File: config.mk
export PLATFORM = sky130hd
export DESIGN_NAME = sdram_port_arbiter
export DESIGN_NICKNAME = d
export VERILOG_FILES = /design/src/rtl/sdram_port_arbiter_pkg.sv /design/src/rtl/sdram_ack_watchdog.sv /design/src/rtl/sdram_port_arbiter.sv
export SDC_FILE = /design/constraint.sdc
export NUM_CORES = 1
export LEC_CHECK = 0
export BUFFER_PORTS_ARGS = -buffer_cell sky130_fd_sc_hd__buf_2
export CAP_MARGIN = 20
export CORE_MARGIN = 8
export CORE_UTILIZATION = 41
export DETAILED_ROUTE_END_ITERATION = 16
export PLACE_DENSITY = 0.85
export SLEW_MARGIN = 10
export SYNTH_ARGS = -nofsm -noshare
export SYNTH_HDL_FRONTEND = slang
export SYNTH_HIERARCHICAL = 1
export SYNTH_SLANG_ARGS = --single-unit
File: constraint.sdc
create_clock -name clk_i -period 1.8 [get_ports clk_i]
set_input_delay 0 -clock clk_i [delete_from_list [all_inputs] [get_ports clk_i]]
set_output_delay 0 -clock clk_i [all_outputs]
set_load 0.1 [all_outputs]
File: src/rtl/sdram_port_arbiter_pkg.sv
`default_nettype none
// ============================================================================
//  Module      : sdram_port_arbiter_pkg
//  Description : Shared types and helpers for the two-port SDRAM arbiter.
//                Holds the arbiter FSM state encoding, the captured request
//                record and the round-robin pick function.
//  Revision    : 1.0 - initial release
// ============================================================================
package sdram_port_arbiter_pkg;

    localparam int unsigned c_ADDR_W = 32;
    localparam int unsigned c_DATA_W = 32;
    localparam int unsigned c_BE_W   = 4;

    // Arbiter FSM states; exactly one transaction is in flight at a time.
    typedef enum logic [1:0] {
        ARB_IDLE     = 2'd0,
        ARB_ISSUE    = 2'd1,
        ARB_WAIT_ACK = 2'd2
    } arb_state_t;

    // One requester's command as seen on its port / as presented downstream.
    typedef struct packed {
        logic                rd;
        logic [c_BE_W-1:0]   wr;
        logic [c_ADDR_W-1:0] addr;
        logic [c_DATA_W-1:0] data;
    } arb_cmd_t;

    // Round-robin pick between two requesters. On a tie the requester that
    // was NOT served last wins; with a single requester that one wins.
    function automatic logic rr_pick(input logic req0,
                                     input logic req1,
                                     input logic last_grant);
        logic pick;
        if (req0 && req1) begin
            pick = ~last_grant;
        end else begin
            pick = req1;
        end
        return pick;
    endfunction

endpackage : sdram_port_arbiter_pkg
`default_nettype wire

File: src/rtl/sdram_ack_watchdog.sv
`default_nettype none
// ============================================================================
//  Module      : sdram_ack_watchdog
//  Description : Acknowledge watchdog. Counts cycles spent waiting for an
//                acknowledge, saturates at ACK_TIMEOUT and raises a sticky
//                flag when the limit is reached without an acknowledge.
//                The flag is cleared only by reset.
//  Revision    : 1.0 - initial release
// ============================================================================
module sdram_ack_watchdog
    import sdram_port_arbiter_pkg::*;
#(
    parameter int unsigned ACK_TIMEOUT = 255
) (
    input  logic clk_i,
    input  logic rst_i,      // asynchronous, active-low
    input  logic clear_i,    // restart the count (entering the wait)
    input  logic enable_i,   // one waiting cycle without acknowledge
    output logic timeout_o
);

    localparam int unsigned c_CNT_W = (ACK_TIMEOUT < 2) ? 1 : $clog2(ACK_TIMEOUT + 1);
    localparam logic [c_CNT_W:0] c_LIMIT = (c_CNT_W + 1)'(ACK_TIMEOUT);

    logic [c_CNT_W-1:0] r_count;
    logic               r_timeout;
    logic [c_CNT_W:0]   w_count_next;
    logic               w_at_limit;

    // Count value after this cycle if it advances; one extra bit so the
    // comparison against the limit never wraps.
    assign w_count_next = {1'b0, r_count} + {{c_CNT_W{1'b0}}, 1'b1};
    assign w_at_limit   = ({1'b0, r_count} >= c_LIMIT);

    // Wait-cycle counter: restart on clear, advance while waiting, hold at limit.
    always_ff @(posedge clk_i or negedge rst_i) begin
        if (!rst_i) begin
            r_count <= '0;
        end else if (clear_i) begin
            r_count <= '0;
        end else if (enable_i && !w_at_limit) begin
            r_count <= w_count_next[c_CNT_W-1:0];
        end
    end

    // Sticky flag: set on the waiting cycle that brings the count to the limit.
    always_ff @(posedge clk_i or negedge rst_i) begin
        if (!rst_i) begin
            r_timeout <= 1'b0;
        end else if (!clear_i && enable_i && (w_count_next >= c_LIMIT)) begin
            r_timeout <= 1'b1;
        end
    end

    assign timeout_o = r_timeout;

endmodule : sdram_ack_watchdog
`default_nettype wire

File: src/rtl/sdram_port_arbiter.sv
`default_nettype none
// ============================================================================
//  Module      : sdram_port_arbiter
//  Description : Two-requester round-robin arbiter in front of a single
//                SDRAM controller inport. A granted request is captured into
//                registers and presented downstream until accepted; the
//                acknowledge is routed back to the granted requester. An
//                acknowledge watchdog raises a sticky timeout flag.
//  Revision    : 1.0 - initial release
// ============================================================================
module sdram_port_arbiter
    import sdram_port_arbiter_pkg::*;
#(
    parameter int unsigned ACK_TIMEOUT = 255
) (
    input  logic                clk_i,
    input  logic                rst_i,              // asynchronous, active-low

    // Requester 0
    input  logic [c_BE_W-1:0]   m0_wr_i,
    input  logic                m0_rd_i,
    input  logic [c_ADDR_W-1:0] m0_addr_i,
    input  logic [c_DATA_W-1:0] m0_write_data_i,
    output logic                m0_accept_o,
    output logic                m0_ack_o,
    output logic [c_DATA_W-1:0] m0_read_data_o,

    // Requester 1
    input  logic [c_BE_W-1:0]   m1_wr_i,
    input  logic                m1_rd_i,
    input  logic [c_ADDR_W-1:0] m1_addr_i,
    input  logic [c_DATA_W-1:0] m1_write_data_i,
    output logic                m1_accept_o,
    output logic                m1_ack_o,
    output logic [c_DATA_W-1:0] m1_read_data_o,

    // SDRAM controller inport
    output logic [c_BE_W-1:0]   outport_wr_o,
    output logic                outport_rd_o,
    output logic [c_ADDR_W-1:0] outport_addr_o,
    output logic [c_DATA_W-1:0] outport_write_data_o,
    input  logic                outport_accept_i,
    input  logic                outport_ack_i,
    input  logic [c_DATA_W-1:0] outport_read_data_i,

    // Status
    output logic                grant_o,
    output logic                timeout_o
);

    arb_state_t r_state;
    logic       r_grant;        // requester owning the current / last transaction
    logic       r_last_grant;   // requester whose transaction completed last
    arb_cmd_t   r_cmd;          // captured command driving the outport

    logic       w_req0;
    logic       w_req1;
    logic       w_pick;
    arb_cmd_t   w_cmd0;
    arb_cmd_t   w_cmd1;
    arb_cmd_t   w_sel_cmd;
    logic       w_issue_accept;
    logic       w_ack_valid;
    logic       w_wd_clear;
    logic       w_wd_enable;

    // Request decode and command selection for the arbitration cycle.
    assign w_req0    = m0_rd_i | (|m0_wr_i);
    assign w_req1    = m1_rd_i | (|m1_wr_i);
    assign w_cmd0    = {m0_rd_i, m0_wr_i, m0_addr_i, m0_write_data_i};
    assign w_cmd1    = {m1_rd_i, m1_wr_i, m1_addr_i, m1_write_data_i};
    assign w_pick    = rr_pick(w_req0, w_req1, r_last_grant);
    assign w_sel_cmd = w_pick ? w_cmd1 : w_cmd0;

    // Handshake qualification. An acknowledge only counts while a transaction
    // is actually outstanding, so a stray acknowledge in IDLE is dropped.
    assign w_issue_accept = (r_state == ARB_ISSUE) && outport_accept_i;
    assign w_ack_valid    = outport_ack_i &&
                            (w_issue_accept || (r_state == ARB_WAIT_ACK));

    // Watchdog restarts when the wait begins and counts un-acknowledged waits.
    assign w_wd_clear  = w_issue_accept && !outport_ack_i;
    assign w_wd_enable = (r_state == ARB_WAIT_ACK) && !outport_ack_i;

    // Arbiter FSM: arbitrate in IDLE, present the captured command in ISSUE,
    // wait for the controller's acknowledge in WAIT_ACK.
    always_ff @(posedge clk_i or negedge rst_i) begin
        if (!rst_i) begin
            r_state      <= ARB_IDLE;
            r_grant      <= 1'b0;
            r_last_grant <= 1'b1;
            r_cmd        <= '0;
        end else begin
            case (r_state)
                ARB_IDLE: begin
                    if (w_req0 || w_req1) begin
                        r_grant <= w_pick;
                        r_cmd   <= w_sel_cmd;
                        r_state <= ARB_ISSUE;
                    end
                end
                ARB_ISSUE: begin
                    if (outport_accept_i) begin
                        // Request leaves the outport as soon as it is taken.
                        r_cmd.rd <= 1'b0;
                        r_cmd.wr <= '0;
                        if (outport_ack_i) begin
                            r_last_grant <= r_grant;
                            r_state      <= ARB_IDLE;
                        end else begin
                            r_state      <= ARB_WAIT_ACK;
                        end
                    end
                end
                ARB_WAIT_ACK: begin
                    // Stays here past a timeout; a late acknowledge still completes.
                    if (outport_ack_i) begin
                        r_last_grant <= r_grant;
                        r_state      <= ARB_IDLE;
                    end
                end
                default: begin
                    r_state <= ARB_IDLE;
                    r_cmd   <= '0;
                end
            endcase
        end
    end

    sdram_ack_watchdog #(
        .ACK_TIMEOUT (ACK_TIMEOUT)
    ) u_ack_watchdog (
        .clk_i     (clk_i),
        .rst_i     (rst_i),
        .clear_i   (w_wd_clear),
        .enable_i  (w_wd_enable),
        .timeout_o (timeout_o)
    );

    // Downstream request comes only from the captured registers.
    assign outport_rd_o         = r_cmd.rd;
    assign outport_wr_o         = r_cmd.wr;
    assign outport_addr_o       = r_cmd.addr;
    assign outport_write_data_o = r_cmd.data;

    // Per-requester handshakes; the non-granted side always sees zero.
    assign m0_accept_o = w_issue_accept && !r_grant;
    assign m1_accept_o = w_issue_accept &&  r_grant;
    assign m0_ack_o    = w_ack_valid    && !r_grant;
    assign m1_ack_o    = w_ack_valid    &&  r_grant;

    // Read data is a plain passthrough, qualified by the ack pulse.
    assign m0_read_data_o = outport_read_data_i;
    assign m1_read_data_o = outport_read_data_i;

    assign grant_o = r_grant;

endmodule : sdram_port_arbiter
`default_nettype wire

* Word level (Yosys, flattened, before mapping)
Index checks and enable logic that the tools add are counted.
Word-level totals: output and inout bits 139, register bits 82, logic and storage cells 67, input bits 174
Operators by class: $add $sub $neg 1, equal/unequal tests 5, reductions and logical operators 29, muxes and demuxes 16, bitwise operators 5, $lt $le $gt $ge 2
Operators by type and width (count):
- two-way mux 69 bit | 2
- one-hot mux 64 bit (2 select lines) | 1
- two-way mux 8 bit | 2
- one-hot mux 5 bit (3 select lines) | 1
- logical AND 1 bit | 12
- adder 8 x 1 -> 9 bit, second input constant | 1
- >= comparator 9 x 8 -> 1 bit, second input constant | 1
- >= comparator 8 bit, second input constant | 1
- two-way mux 2 bit | 4
- OR reduction 4 bit | 2
- inequality test 2 bit, second input constant | 3
- one-hot mux 2 bit (3 select lines) | 1
- AND reduction 2 bit | 3
- AND reduction 3 bit | 2
- two-way mux 5 bit | 1
- logical NOT 1 bit | 4
- nonzero test 2 bit | 2
- two-way mux 1 bit | 3
- inverter 1 bit | 3
- == test 2 x 1 -> 1 bit, second input constant | 1
- == test 2 bit, second input constant | 1
- logical NOT 2 bit | 1
- logical OR 1 bit | 2
- OR 1 bit | 2
- 2 further kinds | 2

* Logic depth before layout (Yosys ltp)
Gate-level depths: netlist of run 1.
depth in word-level cells 7, mapped depth 9, depth with buffers taken out 8

* By module
Netlist of run 1, hierarchy kept.
By module, submodules not included:
- sdram_port_arbiter | area each 4869.7 µm², cells an instance 584, sequential area each 1828.0 µm², instances 1
- sdram_ack_watchdog | area each 595.6 µm², cells an instance 64, sequential area each 225.2 µm², instances 1

* Worst setup path before layout of run 1
Ideal clock, no wire load.
path type register -> output, from reg r_grant (netlist: grant_o), to out m1_accept_o, path slack -608 ps, arrival time 2408 ps, path buffers 0, required time 1800 ps, stages on the path, launching flop included 3, path through dfrtp_1 -> inv_1 -> nor2_1
Between the ends: longest elaborated chain between the ends 1
Ends and longest elaborated chain:
- start: declaration | line sdram_port_arbiter.sv:52 | logic r_grant;
- start signal: assignment | line sdram_port_arbiter.sv:97 | r_grant <= w_pick;
- logical AND 1 bit | line sdram_port_arbiter.sv:148 | assign m1_accept_o = w_issue_accept && r_grant;
- end: declaration | line sdram_port_arbiter.sv:33 | output logic m1_accept_o,
No other way between the ends.

* Final worst setup path of run 1
from reg u_ack_watchdog.r_count[1], to reg u_ack_watchdog.r_count[4]
Between the ends: longest elaborated chain between the ends 4, elaborated cells on any way between the ends 7, those cells by class add/sub: 1; order compare: 1; mux: 2; reduce/logical: 3
Ends and longest elaborated chain:
- start: declaration | line sdram_ack_watchdog.sv:25 | logic [c_CNT_W-1:0] r_count;
- start signal: assignment | line sdram_ack_watchdog.sv:42 | r_count <= w_count_next[c_CNT_W-1:0];
- >= comparator 8 bit | line sdram_ack_watchdog.sv:33 | assign w_at_limit = ({1'b0, r_count} >= c_LIMIT);
- logical NOT 1 bit | line sdram_ack_watchdog.sv:41 | end else if (enable_i && !w_at_limit) begin
- logical AND 1 bit | line sdram_ack_watchdog.sv:41
- nonzero test 2 bit (no line)
Several ways; a longest one is shown, not always the timed one. The select of a mux whose other input is x is not followed. A chain may end at the register's enable or synchronous reset.

==> impl_metrics.py, run 1 <==
metrics = {
    "detailed_routing": {
        "vias_per_cell": 5.792,
        "finalWirelength_mm": 18.75,
        "drtAntennaViolNets": 0,
        "drt_iter0_drc": 438,
        "vias": 5636,
        "firstDrtPassIters": 5,
        "wl_per_cell_um": 19.27,
        "drcViolationCount": 0,
    },
    "worst_hold_path": {
        "hold_path_depth": 0,
        "whs_endpoint": "m1_read_data_o[0]",
        "hold_path.class": "in -> out",
        "hold_start": "outport_read_data_i[0]",
    },
    "worst_setup_path": {
        "cpMaxStageDelayCell": "dfrtp_1",
        "path_max_fanout": 7,
        "max_stage_delay_ns": 0.43,
        "cp-start-kind": "register",
        "rrSetupSlack_ns": 0.09,
        "cp-end-kind": "register",
        "reg2regPathDepth": 6,
        "crit_chain": "ha_2 -> nand4_2 -> buf_4 -> nor2_1 -> nor2_1 -> a211oi_1",
        "arrival_ns": 1.94,
        "r2r_start": "u_ack_watchdog/r_count[1]",
        "cp.required_ns": 2.03,
        "crit_type": "reg -> reg",
        "crit_path_frequent_cell": "nor2_1",
        "r2r-end": "u_ack_watchdog/r_count[4]",
    },
    "final_layout": {
        "design_area_um2": 6900,
        "num-fill-cells": 1257,
        "diodes": 0,
        "final-seq-area_um2": 2053,
        "drive_gt1_frac": 0.3789,
        "final_cells": 973,
        "nets": 971,
        "multi_input_area_um2": 2613,
        "syn2layout_area_growth_pct": 26.26,
    },
    "cts": {
        "cts_setup_buffers": 0,
        "cts_sinks": 82,
        "cts_inserted_buffers": 9,
        "clock_latency_ns": 0.33,
        "clk_pin_slew_ns": 0.06,
        "cts_tree": "yes",
        "htree_levels": 3,
        "cts_root_buffer": "clkbuf_16",
        "ctsLongestPathBuffers": 2,
    },
    "global_route": {
        "antenna_found_initial": 0,
        "grt_pass1_wl_mm": 30.40,
        "first_global_vias": 5521,
        "grt_max_degree": 68,
        "grt.total_usage": 0.2122,
        "overflow": 0,
    },
    "outcome": {
        "run_status": "finished clean",
    },
    "power_and_ir_drop": {
        "finalPower_w": 0.01498,
        "p_per_area_nw_per_um2": 2171,
        "leakage_nw": 3.382,
        "peakVddDrop_mv": 1.338,
    },
    "floorplanning": {
        "die_y_um": 131.5,
        "ios": 313,
        "core_um2": 13140,
        "die-area_um2": 17280,
        "std_cell_rows": 42,
        "initial_core_util": 0.4160,
        "dieWidth_um": 131.5,
    },
    "timing": {
        "relSlewSlack": 0.6604,
        "min_period_ns": 1.709,
        "holdWs_ns": 0.0002762,
        "setup_violations": 0,
        "clock-skew-final_ns": 0.006840,
        "finalHoldViolCount": 0,
        "setup_slack_ns": 0.09059,
        "fmax_mhz": 585.0,
        "final-max-slew-violation-count": 0,
        "fin_crit_sh": 0.9497,
        "rsz0062_at_grt": "true",
        "tightest_slew_ns": 0.5130,
    },
    "placed_design": {
        "dpl_cell_area_um2": 6521,
        "hpwl_mm": 13.86,
        "post-place-ws_ns": -0.07727,
        "io_buffers": 216,
        "gp_congestion": 0.9116,
        "placed_cells": 953,
    },
    "synth": {
        "synth.net_count": 827,
        "async_reset_ff_frac": 1.000,
        "syn_inst": 648,
        "synth-main-ff-cell": "dfrtp_1",
        "ys_types": 46,
        "synth_edf_count": 0,
        "synth_top_area_frac": 0.3709,
        "synth_top_area_cell": "dfrtp_1",
        "ys_warn_count": 6,
        "netlist_area_um2": 5465,
        "synth_area_leaders": "dfrtp_1 37%, a221o_1 12%, buf_4 9.8%",
        "synth_area_per_cell_um2": 8.434,
        "ys_seq_elements": 82,
        "seq_area_frac_synth": 0.3757,
    },
    "run": {
        "maxCapViolCount": 0,
    },
}
-- metrics by stage --
step | setup TNS [ns] | utilization
6_report | 0 | 0.5252
5_1_grt | -0.001521 | 0.5252
4_1_cts | 0 | 0.5228
3_5_place_dp | -2.118 | 0.4964
3_3_place_gp | -1.240 | 0.4964
2_1_floorplan | -1.170 | -
-- placed cells by master (no fill, tap or decap), types with 9 or more instances in the layout --
cell type  count
clkbuf_16      9
nand2_1      136
dfrtp_1       81
nor4_1        62
buf_4         34
inv_1         10
nor2_1        15
buf_2        213
a221o_1       64
buf_12        14
nor3_1        69
-- cell type report --
cell class / count / share of cell area
clock inverter: 6 / 0.009429
clock buffer: 10 / 0.03463
sequential: 82 / 0.2976
multi-input combinational: 422 / 0.3786
tap: 176 / 0.03191
timing repair buffer: 266 / 0.2419
inverter: 11 / 0.005984
-- critical path: cells and delay by family, from the launching register on --
family          cells  cell delay (ns)
compound gates      1             0.28
fa+ha+maj           1             0.28
buf+inv             1             0.21
flops               1             0.43
simple gates        3             0.41
-- what timing repair did --
item	in CTS	in global routing
endpoints found under the hold margin	82	0
hold buffers	4	0
gates cloned	0	0
gates resized for setup	1	10
pin swaps	0	1
setup endpoints to repair	1	16
-- routing by layer --
layer | vias to the layer above | wire length (um) | track usage
met1 | 2641 | 7182 | 0.2464
met3 | 39 | 1635 | 0.06288
met2 | 347 | 9513 | 0.3648
met5 | - | 0 | 0
met4 | 0 | 422 | 0.07339
li1 | 2609 | - | -
-- how the worst max path moves through the flow --
stage | slack (ns) | from | to | depth (start not counted)
2_1_floorplan | -0.38 | grant_o | m0_accept_o | 1
3_3_place_gp | -0.04 | m1_wr_i[3] | outport_addr_o[4] | 7
3_5_place_dp | -0.08 | m1_wr_i[3] | outport_addr_o[0] | 7
4_1_cts | 0.0001 | r_state[1] | m0_ack_o | 6
5_1_grt | -0.002 | r_state[0] | u_ack_watchdog/r_count[3] | 7
6_report | 0.09 | u_ack_watchdog/r_count[1] | u_ack_watchdog/r_count[4] | 6
-- cells by family (layout without fill, tap and decap cells) --
group,after synthesis,after routing,synth area share
AO/OA/AOI/OAI,101,101,0.1655
buffers and inverters,144,293,0.1603
XOR/XNOR,6,6,0.009615
flip-flops,82,82,0.3757
adder cells (fa/ha/maj),5,5,0.01145
AND/OR/NAND/NOR,309,309,0.2756
multiplexers,1,1,0.001832
-- cells in the mapped netlist, types with 5 or more instances --
master      n
inv_1      11
a221o_1    64
o21ai_0     6
ha_1        5
clkbuf_1   48
nor3_1     69
o22ai_1     5
a221oi_1    5
nand2_1   136
buf_2       7
dfrtp_1    81
a211oi_1    5
nor3b_1     5
buf_4      71
nor4_1     62
nor2_1     17
-- state kept, by name, indices dropped and copies added, names as in the netlist --
register and cells:
u_ack_watchdog/r_count 8, outport_write_data_o 32, outport_wr_o 4, outport_rd_o 1, grant_o 1, u_ack_watchdog/timeout_o 1
outport_addr_o 32, r_last_grant 1, r_state 2
-- power by group --
part,total (W),switching (W),internal [W]
clock network,0.00188,0.000761,0.00112
logic,0.0103,0.00758,0.00268
registers,0.00285,0.000363,0.00249
total,0.0150,0.00870,0.00628
Note: power is estimated with default switching activity, not from simulation.
==> run 2, diff against run 1 <==
CORE_AREA = 2 2 122 124   (was default)
CORE_MARGIN = default   (was 8)
CORE_UTILIZATION = default   (was 41)
DIE_AREA = 0 0 124 126   (was default)
PLACE_DENSITY = 0.81   (was 0.85)
clock period = 1.5 ns   (was 1.8 ns; I/O delays follow)
==> impl_metrics.py, run 2 (same netlist as run 1, synthesis figures left out) <==
metrics = {
    "power_and_ir_drop": {
        "p_sw_w": 0.01187,
        "comb_power_share": 0.723,
        "peakVddDrop_mv": 1.403,
        "power.clock.fraction": 0.117,
        "intPower_w": 0.009890,
        "leakage_nw": 3.835,
        "p_per_area_nw_per_um2": 2662,
        "switching_share": 0.5454,
        "seqPwrFrac": 0.160,
    },
    "timing": {
        "tightest_slew_ns": 0.5224,
        "setup_slack_ns": -0.2851,
        "setup-tns-final_ns": -15.58,
        "finalHoldViolCount": 0,
        "fin_crit_sh": 1.190,
        "rsz0062_at_grt": "true",
        "final-max-slew-violation-count": 0,
        "fmax_mhz": 560.2,
        "setup_violations": 83,
        "relSlewSlack": 0.6542,
        "min_period_ns": 1.785,
        "clock-skew-final_ns": 0.01025,
    },
    "cts": {
        "cts_sinks": 82,
        "htree_levels": 3,
        "cts_root_buffer": "clkbuf_16",
        "clock_latency_ns": 0.35,
        "cts_inserted_buffers": 9,
        "ctsLongestPathBuffers": 2,
        "clk_pin_slew_ns": 0.07,
        "cts_tree": "yes",
    },
    "placed_design": {
        "io_buffers": 216,
        "gp_congestion": 0.8904,
        "hpwl_mm": 12.87,
    },
    "detailed_routing": {
        "wl_per_cell_um": 19.14,
        "firstDrtPassIters": 5,
        "vias_per_cell": 5.767,
        "met2_length_mm": 10.42,
        "wl_met1_mm": 7.624,
        "finalWirelength_mm": 19.79,
        "drcViolationCount": 0,
        "vias": 5963,
        "drt_iter0_drc": 394,
        "met3_wirelength_mm": 1.263,
        "routed.top_layer": "met4",
        "drtAntennaViolNets": 0,
    },
    "global_route": {
        "grt_pass1_wl_mm": 29.81,
        "grt.total_usage": 0.2449,
        "grt_max_degree": 83,
        "first_global_vias": 5869,
        "overflow": 0,
        "antenna_found_initial": 0,
    },
    "floorplanning": {
        "initial_core_util": 0.3818,
        "die-area_um2": 15620,
        "core_um2": 14310,
        "dieWidth_um": 124,
        "ios": 313,
        "std_cell_rows": 44,
        "die_y_um": 126,
    },
    "worst_setup_path": {
        "path_max_fanout": 8,
        "r2r-end": "outport_addr_o[28]",
        "r2r_start": "r_state[0]",
        "cp-end-kind": "register",
        "crit_chain": "inv_2 -> ha_4 -> buf_12 -> buf_12 -> clkbuf_16 -> nor4_2 -> a221o_1",
        "arrival_ns": 2.08,
        "crit_path_frequent_cell": "buf_12",
        "cp.required_ns": 1.79,
        "crit_type": "reg -> reg",
        "cp-start-kind": "register",
        "reg2regPathDepth": 7,
        "max_stage_delay_ns": 0.42,
        "rrSetupSlack_ns": -0.29,
        "cpMaxStageDelayCell": "dfrtp_1",
    },
    "final_layout": {
        "nets": 1024,
        "final_common_cell": "buf_2",
        "post-route-util": 0.5709,
        "diodes": 0,
        "drive_gt1_frac": 0.4800,
        "layout_common_cells": "211 x buf_2, 132 x nand2_1, 79 x dfrtp_1",
        "syn2layout_area_growth_pct": 49.52,
    },
    "outcome": {
        "violations": "negative setup slack",
        "run_status": "finished with violations",
    },
    "worst_hold_path": {
        "hold_path_depth": 0,
        "whs_endpoint": "m0_read_data_o[18]",
        "hold_path.class": "in -> out",
        "hold_start": "outport_read_data_i[18]",
    },
    "run": {
        "maxCapViolCount": 0,
    },
}
run 2: power groups by stage:
stage | clock network [W] | logic [W] | registers (W)
4_1_cts | 0.00258 | 0.0149 | 0.00346
5_1_grt | 0.00265 | 0.0166 | 0.00356
6_report | 0.00255 | 0.0157 | 0.00348
3_3_place_gp | 0 | 0.0129 | 0.00347
3_5_place_dp | 0 | 0.0131 | 0.00348
2_1_floorplan | 0 | 0.00591 | 0.00809
run 2: per-stage QoR:
step / cell area (um2) / power [W] / hold WS, ns / instances / setup WS [ns]
finish: 8172 / 0.02176 / 0.0001826 / 1034 / -0.2851
global route: 8172 / 0.02278 / 0.0006241 / 1034 / -0.3149
CTS: 7903 / 0.02098 / 0.0009937 / 1028 / -0.2292
detailed placement: 6939 / 0.01660 / 0.0009937 / 992 / -0.4180
global placement: 6939 / 0.01638 / 0.0009937 / 992 / -0.3904
floorplan: 5600 / 0.01400 / -0.2956 / 648 / -0.2582
run 2: what timing repair did:
item	in CTS	in global routing
hold endpoints to repair	84	1
setup buffers	12	3
pin swaps	22	30
cloned	6	2
hold buffers	4	1
setup endpoints to repair	84	85
gates resized for setup	65	33
run 2: critical path: cells and delay by family (launching register included):
family                   cells  cell delay (ns)
adder cells (fa/ha/maj)      1             0.25
AND/OR/NAND/NOR              1             0.29
buffers and inverters        4             0.59
flip-flops                   1             0.42
AO/OA/AOI/OAI                1             0.16
run 2: cell type report:
class                           instances  area [um2]
Clock buffer                            9       225.2
Fill cell                            1257        6142
Clock inverter                          7       106.4
Sequential cell                        82        2056
Inverter                               11       43.79
Timing Repair Buffer                  318        2421
Multi-Input combinational cell        423        3089
Tap cell                              184       230.2
run 2: worst max-delay path by stage:
stage	slack [ns]	end	from
floorplan	-0.26	outport_write_data_o[17]	m1_wr_i[3]
global placement	-0.39	outport_addr_o[10]	m1_wr_i[3]
detailed placement	-0.42	outport_addr_o[10]	m1_wr_i[3]
CTS	-0.23	m0_ack_o	r_state[0]
global route	-0.31	outport_addr_o[28]	r_state[0]
finish	-0.29	outport_addr_o[28]	r_state[0]
run 2: metal layers:
| layer | track usage | vias up |
|---|---|---|
| li1 | - | 2718 |
| met1 | 0.2845 | 2860 |
| met2 | 0.4373 | 338 |
| met3 | 0.03668 | 47 |
| met4 | 0.1130 | 0 |
| met5 | 0 | - |
